$ cat src/rtl/ifu_fetch_bridge_if.sv
// Fetch bridge bus: PC-control handshake, redirect and instruction memory port.
// master drives requests/responses into the bridge; slave is the bridge view.
interface ifu_fetch_bridge_if #(
  parameter int PC_WIDTH    = 64,
  parameter int FETCH_WIDTH = 128
);
  logic                   pc_index_valid;
  logic [PC_WIDTH-1:0]    pc_index;
  logic                   pc_index_ready;
  logic                   pc_operation_done;
  logic [FETCH_WIDTH-1:0] pc_read_inst;
  logic                   fetch_fault;
  logic                   redirect_valid;
  logic                   mem_req_valid;
  logic                   mem_req_ready;
  logic [PC_WIDTH-1:0]    mem_req_addr;
  logic                   mem_resp_valid;
  logic [FETCH_WIDTH-1:0] mem_resp_data;
  logic                   mem_resp_err;

  modport master (
    output pc_index_valid, pc_index, redirect_valid,
    output mem_req_ready, mem_resp_valid,
    output mem_resp_data, mem_resp_err,
    input  pc_index_ready, pc_operation_done,
    input  pc_read_inst, fetch_fault,
    input  mem_req_valid, mem_req_addr
  );

  modport slave (
    input  pc_index_valid, pc_index, redirect_valid,
    input  mem_req_ready, mem_resp_valid,
    input  mem_resp_data, mem_resp_err,
    output pc_index_ready, pc_operation_done,
    output pc_read_inst, fetch_fault,
    output mem_req_valid, mem_req_addr
  );
endinterface

$ cat src/rtl/ifu_fetch_bridge.sv
// Single-outstanding PC-to-imem fetch bridge with redirect flush.
// Optional IFU_FETCH_PERF_EN adds saturating fetch/drop counters.
module ifu_fetch_bridge #(
  parameter int PC_WIDTH    = 64,
  parameter int FETCH_WIDTH = 128
) (
  input  logic clock,
  input  logic reset,
  ifu_fetch_bridge_if.slave bus
`ifdef IFU_FETCH_PERF_EN
  ,
  output logic [31:0] perf_fetch_cnt,
  output logic [31:0] perf_drop_cnt
`endif
);

  typedef enum logic [1:0] {
    IDLE,
    REQ,
    WAIT,
    DROP
  } state_e;

  state_e                 state_q, state_d;
  logic [PC_WIDTH-1:0]    addr_q, addr_d;
  logic [FETCH_WIDTH-1:0] inst_q, inst_d;
  logic                   drop_q, drop_d;
  logic                   done_q, done_d;
  logic                   fault_q, fault_d;
  logic                   discard;

  assign bus.pc_index_ready    = (state_q == IDLE) && !bus.redirect_valid;
  assign bus.mem_req_valid     = (state_q == REQ);
  assign bus.mem_req_addr      = addr_q;
  assign bus.pc_read_inst      = inst_q;
  assign bus.pc_operation_done = done_q;
  assign bus.fetch_fault       = fault_q;

  always_comb begin
    state_d = state_q;
    addr_d  = addr_q;
    inst_d  = inst_q;
    drop_d  = drop_q;
    done_d  = 1'b0;
    fault_d = 1'b0;
    discard = 1'b0;
    unique case (state_q)
      IDLE: begin
        drop_d = 1'b0;
        if (bus.pc_index_valid && bus.pc_index_ready) begin
          addr_d  = bus.pc_index & ~PC_WIDTH'(15);
          state_d = REQ;
        end
      end
      REQ: begin
        // request stays up through a redirect; the flush lands on the response
        if (bus.redirect_valid) drop_d = 1'b1;
        if (bus.mem_req_ready) begin
          state_d = (drop_q || bus.redirect_valid) ? DROP : WAIT;
        end
      end
      WAIT: begin
        if (bus.mem_resp_valid) begin
          state_d = IDLE;
          if (bus.redirect_valid) begin
            discard = 1'b1;
          end else begin
            done_d  = 1'b1;
            fault_d = bus.mem_resp_err;
            inst_d  = bus.mem_resp_err ? '0 : bus.mem_resp_data;
          end
        end else if (bus.redirect_valid) begin
          state_d = DROP;
        end
      end
      DROP: begin
        if (bus.mem_resp_valid) begin
          state_d = IDLE;
          drop_d  = 1'b0;
          discard = 1'b1;
        end
      end
      default: state_d = IDLE;
    endcase
  end

  always_ff @(posedge clock or posedge reset) begin
    if (reset) begin
      state_q <= IDLE;
      addr_q  <= '0;
      inst_q  <= '0;
      drop_q  <= 1'b0;
      done_q  <= 1'b0;
      fault_q <= 1'b0;
    end else begin
      state_q <= state_d;
      addr_q  <= addr_d;
      inst_q  <= inst_d;
      drop_q  <= drop_d;
      done_q  <= done_d;
      fault_q <= fault_d;
    end
  end

`ifdef IFU_FETCH_PERF_EN
  logic [31:0] fetch_cnt_q, fetch_cnt_d;
  logic [31:0] drop_cnt_q, drop_cnt_d;

  always_comb begin
    fetch_cnt_d = fetch_cnt_q;
    drop_cnt_d  = drop_cnt_q;
    if (done_d && (fetch_cnt_q != '1)) fetch_cnt_d = fetch_cnt_q + 32'd1;
    if (discard && (drop_cnt_q != '1)) drop_cnt_d = drop_cnt_q + 32'd1;
  end

  always_ff @(posedge clock or posedge reset) begin
    if (reset) begin
      fetch_cnt_q <= '0;
      drop_cnt_q  <= '0;
    end else begin
      fetch_cnt_q <= fetch_cnt_d;
      drop_cnt_q  <= drop_cnt_d;
    end
  end

  assign perf_fetch_cnt = fetch_cnt_q;
  assign perf_drop_cnt  = drop_cnt_q;
`else
  logic unused_discard;
  assign unused_discard = discard;
`endif

endmodule
$ cat src/flat_wrapper.sv
// flat-port wrapper written by rule: the top's interface ports become plain ports
module ifu_fetch_bridge_flat 
#(
  parameter int PC_WIDTH    = 64,
  parameter int FETCH_WIDTH = 128
)
  (clock, reset, bus_pc_index_valid, bus_pc_index, bus_redirect_valid, bus_mem_req_ready, bus_mem_resp_valid, bus_mem_resp_data, bus_mem_resp_err, bus_pc_index_ready, bus_pc_operation_done, bus_pc_read_inst, bus_fetch_fault, bus_mem_req_valid, bus_mem_req_addr);
  ifu_fetch_bridge_if #(.PC_WIDTH(PC_WIDTH), .FETCH_WIDTH(FETCH_WIDTH)) bus_i ();
  input  logic clock;
  input  logic reset;
  input wire logic [$bits(bus_i.pc_index_valid)-1:0] bus_pc_index_valid;
  input wire logic [$bits(bus_i.pc_index)-1:0] bus_pc_index;
  input wire logic [$bits(bus_i.redirect_valid)-1:0] bus_redirect_valid;
  input wire logic [$bits(bus_i.mem_req_ready)-1:0] bus_mem_req_ready;
  input wire logic [$bits(bus_i.mem_resp_valid)-1:0] bus_mem_resp_valid;
  input wire logic [$bits(bus_i.mem_resp_data)-1:0] bus_mem_resp_data;
  input wire logic [$bits(bus_i.mem_resp_err)-1:0] bus_mem_resp_err;
  output wire logic [$bits(bus_i.pc_index_ready)-1:0] bus_pc_index_ready;
  output wire logic [$bits(bus_i.pc_operation_done)-1:0] bus_pc_operation_done;
  output wire logic [$bits(bus_i.pc_read_inst)-1:0] bus_pc_read_inst;
  output wire logic [$bits(bus_i.fetch_fault)-1:0] bus_fetch_fault;
  output wire logic [$bits(bus_i.mem_req_valid)-1:0] bus_mem_req_valid;
  output wire logic [$bits(bus_i.mem_req_addr)-1:0] bus_mem_req_addr;
  assign bus_i.pc_index_valid = bus_pc_index_valid;
  assign bus_i.pc_index = bus_pc_index;
  assign bus_i.redirect_valid = bus_redirect_valid;
  assign bus_i.mem_req_ready = bus_mem_req_ready;
  assign bus_i.mem_resp_valid = bus_mem_resp_valid;
  assign bus_i.mem_resp_data = bus_mem_resp_data;
  assign bus_i.mem_resp_err = bus_mem_resp_err;
  assign bus_pc_index_ready = bus_i.pc_index_ready;
  assign bus_pc_operation_done = bus_i.pc_operation_done;
  assign bus_pc_read_inst = bus_i.pc_read_inst;
  assign bus_fetch_fault = bus_i.fetch_fault;
  assign bus_mem_req_valid = bus_i.mem_req_valid;
  assign bus_mem_req_addr = bus_i.mem_req_addr;
  ifu_fetch_bridge #(.PC_WIDTH(PC_WIDTH), .FETCH_WIDTH(FETCH_WIDTH)) u_core (.clock(clock), .reset(reset), .bus(bus_i));
endmodule
$ cat config.mk
export PLATFORM = sky130hd
export DESIGN_NAME = ifu_fetch_bridge_flat
export DESIGN_NICKNAME = d
export VERILOG_FILES = /design/src/rtl/ifu_fetch_bridge_if.sv /design/src/rtl/ifu_fetch_bridge.sv /design/src/flat_wrapper.sv
export SDC_FILE = /design/constraint.sdc
export NUM_CORES = 1
export LEC_CHECK = 0
export ABC_AREA = 0
export CAP_MARGIN = 10
export CORE_AREA = 2 2 154 156
export CTS_CLUSTER_SIZE = 28
export DETAILED_ROUTE_END_ITERATION = 8
export DIE_AREA = 0 0 156 158
export PLACE_DENSITY = 0.72
export SLEW_MARGIN = 10
export SYNTH_ARGS = -nofsm -noshare
export SYNTH_HDL_FRONTEND = slang
export SYNTH_SLANG_ARGS = --single-unit
$ cat constraint.sdc
create_clock -name clock -period 6.29 [get_ports clock]
set_clock_uncertainty 0.15 [all_clocks]
set_input_delay 1.258 -clock clock [delete_from_list [all_inputs] [get_ports clock]]
set_output_delay 1.258 -clock clock [all_outputs]
set_load 0.1 [all_outputs]
==> results.txt <==
* Largest stage delay, worst path: 1.16 ns
- Num ports: 395
* Start point of the critical path: bus_redirect_valid
* Insertion delay of the later-clocked pin in the worst-skew pair: 0.41 ns
- Share of final-layout standard cells stronger than drive strength 1: 0.0947
* Post-detail-place hpwl: 15400 um
* Actual transition at the worst max-transition pin: 1.05 ns
- Unique cell type count in the Yosys netlist: 24
- The die is 156 um wide.
* Cell repeated most along the worst path: sky130_fd_sc_hd__clkdlybuf4s50_1
- In this run the worst hold path is classified as reg2reg.
- The final hold violation count was 0.
- Routability cong.: 0.762
- The critical path in this run is classified as in2out.
* Mapped Area: 7680 um2
* Total number of vias: 6173
- Max-cap violations in this run came to 0.
* Capture point of the critical path: bus_pc_index_ready
- For flop-to-flop paths, the worst setup slack is 3.68 ns.
- The library cell used most frequently in the layout, excluding fill and tap cells, is sky130_fd_sc_hd__clkdlybuf4s50_1.
* Floorplan die area: 24600 um2
- Achievable frequency: 0.222 GHz
* Final Slew Violations: 0
* Cell chain of the critical path: clkdlybuf4s50_1, nor2b_2, clkdlybuf4s50_1
- For the worst setup path, the data required time is 4.88 ns.
- Routed length per placed instance: 15.5 um
- The repair_antennas step left the layout with diodes totalling 0.
- The first global-routing pass estimated 32300 um of wire.
- Setup violations remaining at the end of the flow were counted as 0.
- ANT nets after route: 0
- Clock period minus final worst setup slack: 4.51 ns
- Initial Utilization: 0.333
- Headroom to the max-slew limit came out at 0.296.
- Residual DRC count: 0
* Net count reported at finish: 1289
* Count of buffers inserted at the top-level ports: 386
- Entering global routing, the biggest net connects 176 pins.
- The global routing stage identified its most utilized layer as met2.
* Unrepaired setup endpoints after global routing: no
- In the layout the commonest cells are 386 x sky130_fd_sc_hd__clkdlybuf4s50_1, 257 x sky130_fd_sc_hd__nand2_1, 193 x sky130_fd_sc_hd__dfrtp_1.
* Post-synthesis cell count: 723
- The number of gates resized after CTS was 0.
- Area grow syn2layout: 58.8%
- Proportion of synthesized chip area in sequential cells: 0.628
- Post-CTS Setup Inserts: 0
- In the global route stage, overall resource usage came out at 0.168.
- For met1 alone, demand over resource in global routing was 0.206.
- Starting DRT DRC Count: 277
- The worst hold path passes through 2 cells.
* Longest Clk Path Bufs: 2
- Area of the core region: 23100 um2
- For this run, global-route usage on met3 was measured as 0.0673.
- Final worst-path cycle share: 0.716
- Counting cells, the worst reg-to-reg path comes to 7.
- CTS Root Cell: sky130_fd_sc_hd__clkbuf_16
- H-tree levels: 4
- Post-synthesis average cell area: 10.6 um2
* Total congestion overflow: 0
- Startpoint of the most critical register-to-register path: u_core.state_q[0]$_DFFE_PP0P_
* CP max FO: 5
- After detailed routing, the number of vias per cell comes to 4.45.
- Crit. End Element: primary output
- During synthesis, Yosys emitted a total of 0 warnings.
* TritonCTS clock tree: done
* Capturing point of the worst reg2reg path: u_core.bus.pc_read_inst[52]$_DFFE_PP0P_
- Setup total negative slack on the finished layout was measured at 0 ns.
* Element type at the critical path start: input port
- After clock tree synthesis, the flow added hold-fix buffers numbering 0.
- The number of antenna violations at the first check in global routing was 0.
- For this run, global-route usage on met2 was measured as 0.279.
- Counting flops and latches in the post-synthesis netlist gives 193.
- DRT Wirelength: 21500 um
- After clock tree synthesis, the clock-pin slew on the worst setup and hold paths is 0.07 ns.
- In this run, CTS created clock tree buffers numbering 17.
* Number of global-route vias before repair: 5890
- The pre-antenna-repair detailed-routing pass consisted of 5 iterations.
- Outcome: finished, final reports clean
* Worst EP arrival: 3.10 ns
- Height of the die: 158 um
- Crit path max-delay cell type: sky130_fd_sc_hd__clkdlybuf4s50_1
- The floorplan has 56 rows.
- Sink count of the clock tree: 193
[area by class of cell]
type | instances | area, um2
Clock buffer | 19 | 453
Multi-Input combinational cell | 472 | 2480
Fill cell | 2065 | 10800
Sequential cell | 193 | 4830
Clock inverter | 12 | 115
Inverter | 9 | 38.8
Tap cell | 290 | 363
Timing Repair Buffer | 393 | 3930
[metrics by stage]
step | utilization | setup WS (ns) | instances | hold slack, ns | area, um2
2_1_floorplan | - | 2.39 | 726 | 0.352 | 7700
3_3_place_gp | 0.505 | 1.80 | 1357 | 0.311 | 11600
3_5_place_dp | 0.505 | 1.77 | 1357 | 0.321 | 11600
4_1_cts | 0.529 | 1.77 | 1388 | 0.340 | 12200
5_1_grt | 0.529 | 1.74 | 1388 | 0.354 | 12200
6_report | 0.529 | 1.78 | 1388 | 0.334 | 12200
[critical path, delay by kind of cell]
family,cells,cell delay [ns]
and+or+nand+nor,1,0.18
buffers and inverters,2,1.66
[cell usage after synthesis]
cell type / number / share of area
sky130_fd_sc_hd__o21ai_0: 13 / 0.0085
sky130_fd_sc_hd__clkbuf_2: 1 / 0.00065
sky130_fd_sc_hd__dfrtp_1: 193 / 0.63
sky130_fd_sc_hd__nand2_2: 2 / 0.0016
sky130_fd_sc_hd__buf_4: 5 / 0.0049
sky130_fd_sc_hd__nand4_1: 1 / 0.00081
sky130_fd_sc_hd__ha_1: 4 / 0.0065
sky130_fd_sc_hd__a22oi_1: 1 / 0.00098
sky130_fd_sc_hd__a21boi_0: 1 / 0.00098
sky130_fd_sc_hd__buf_2: 3 / 0.0020
sky130_fd_sc_hd__nor2b_2: 2 / 0.0023
sky130_fd_sc_hd__nand2b_1: 1 / 0.00081
sky130_fd_sc_hd__conb_1: 1 / 0.00049
sky130_fd_sc_hd__o21ai_1: 120 / 0.078
sky130_fd_sc_hd__inv_1: 9 / 0.0044
sky130_fd_sc_hd__mux2_2: 60 / 0.088
sky130_fd_sc_hd__a221oi_1: 1 / 0.0011
sky130_fd_sc_hd__a2bb2oi_1: 1 / 0.0011
sky130_fd_sc_hd__a21oi_1: 1 / 0.00065
sky130_fd_sc_hd__clkbuf_1: 23 / 0.011
sky130_fd_sc_hd__buf_6: 20 / 0.029
sky130_fd_sc_hd__nand3_1: 1 / 0.00065
sky130_fd_sc_hd__nor2_1: 2 / 0.00098
sky130_fd_sc_hd__nand2_1: 257 / 0.13
[kinds of logic after synthesis]
group	after synthesis	share of synthesized area
buffers and inverters	61	0.0524
AOI/OAI and AO/OA	138	0.0915
muxes	60	0.0879
other	1	0.000488
DFF	193	0.628
adders and majority gates	4	0.00651
and+or+nand+nor	266	0.133
[registers in the layout, indices dropped and copies added, names as in the netlist]
signal                        count
u_core.bus.pc_read_inst         128
u_core.bus.mem_req_addr          60
u_core.state_q                    2
u_core.bus.fetch_fault            1
u_core.bus.pc_operation_done      1
u_core.drop_q                     1
[how the worst min path moves through the flow]
stage | from | to | slack [ns]
6_report | u_core.bus.pc_read_inst[4]$_DFFE_PP0P_ | u_core.bus.pc_read_inst[4]$_DFFE_PP0P_ | 0.33
5_1_grt | u_core.bus.pc_read_inst[10]$_DFFE_PP0P_ | u_core.bus.pc_read_inst[10]$_DFFE_PP0P_ | 0.35
4_1_cts | u_core.bus.pc_read_inst[124]$_DFFE_PP0P_ | u_core.bus.pc_read_inst[124]$_DFFE_PP0P_ | 0.34
3_5_place_dp | u_core.bus.pc_read_inst[124]$_DFFE_PP0P_ | u_core.bus.pc_read_inst[124]$_DFFE_PP0P_ | 0.32
3_3_place_gp | u_core.bus.pc_read_inst[0]$_DFFE_PP0P_ | u_core.bus.pc_read_inst[0]$_DFFE_PP0P_ | 0.31
2_1_floorplan | u_core.drop_q$_DFFE_PP0P_ | u_core.drop_q$_DFFE_PP0P_ | 0.35
[per-layer routing]
metal	vias up	wire, um
li1	3062	-
met4	0	251
met2	250	10300
met3	13	1990
met1	2848	9010
met5	-	0
Power is left out: the tool's default activity adds up to more than one toggle a clock period on the data nets, which glitch-free logic cannot reach.
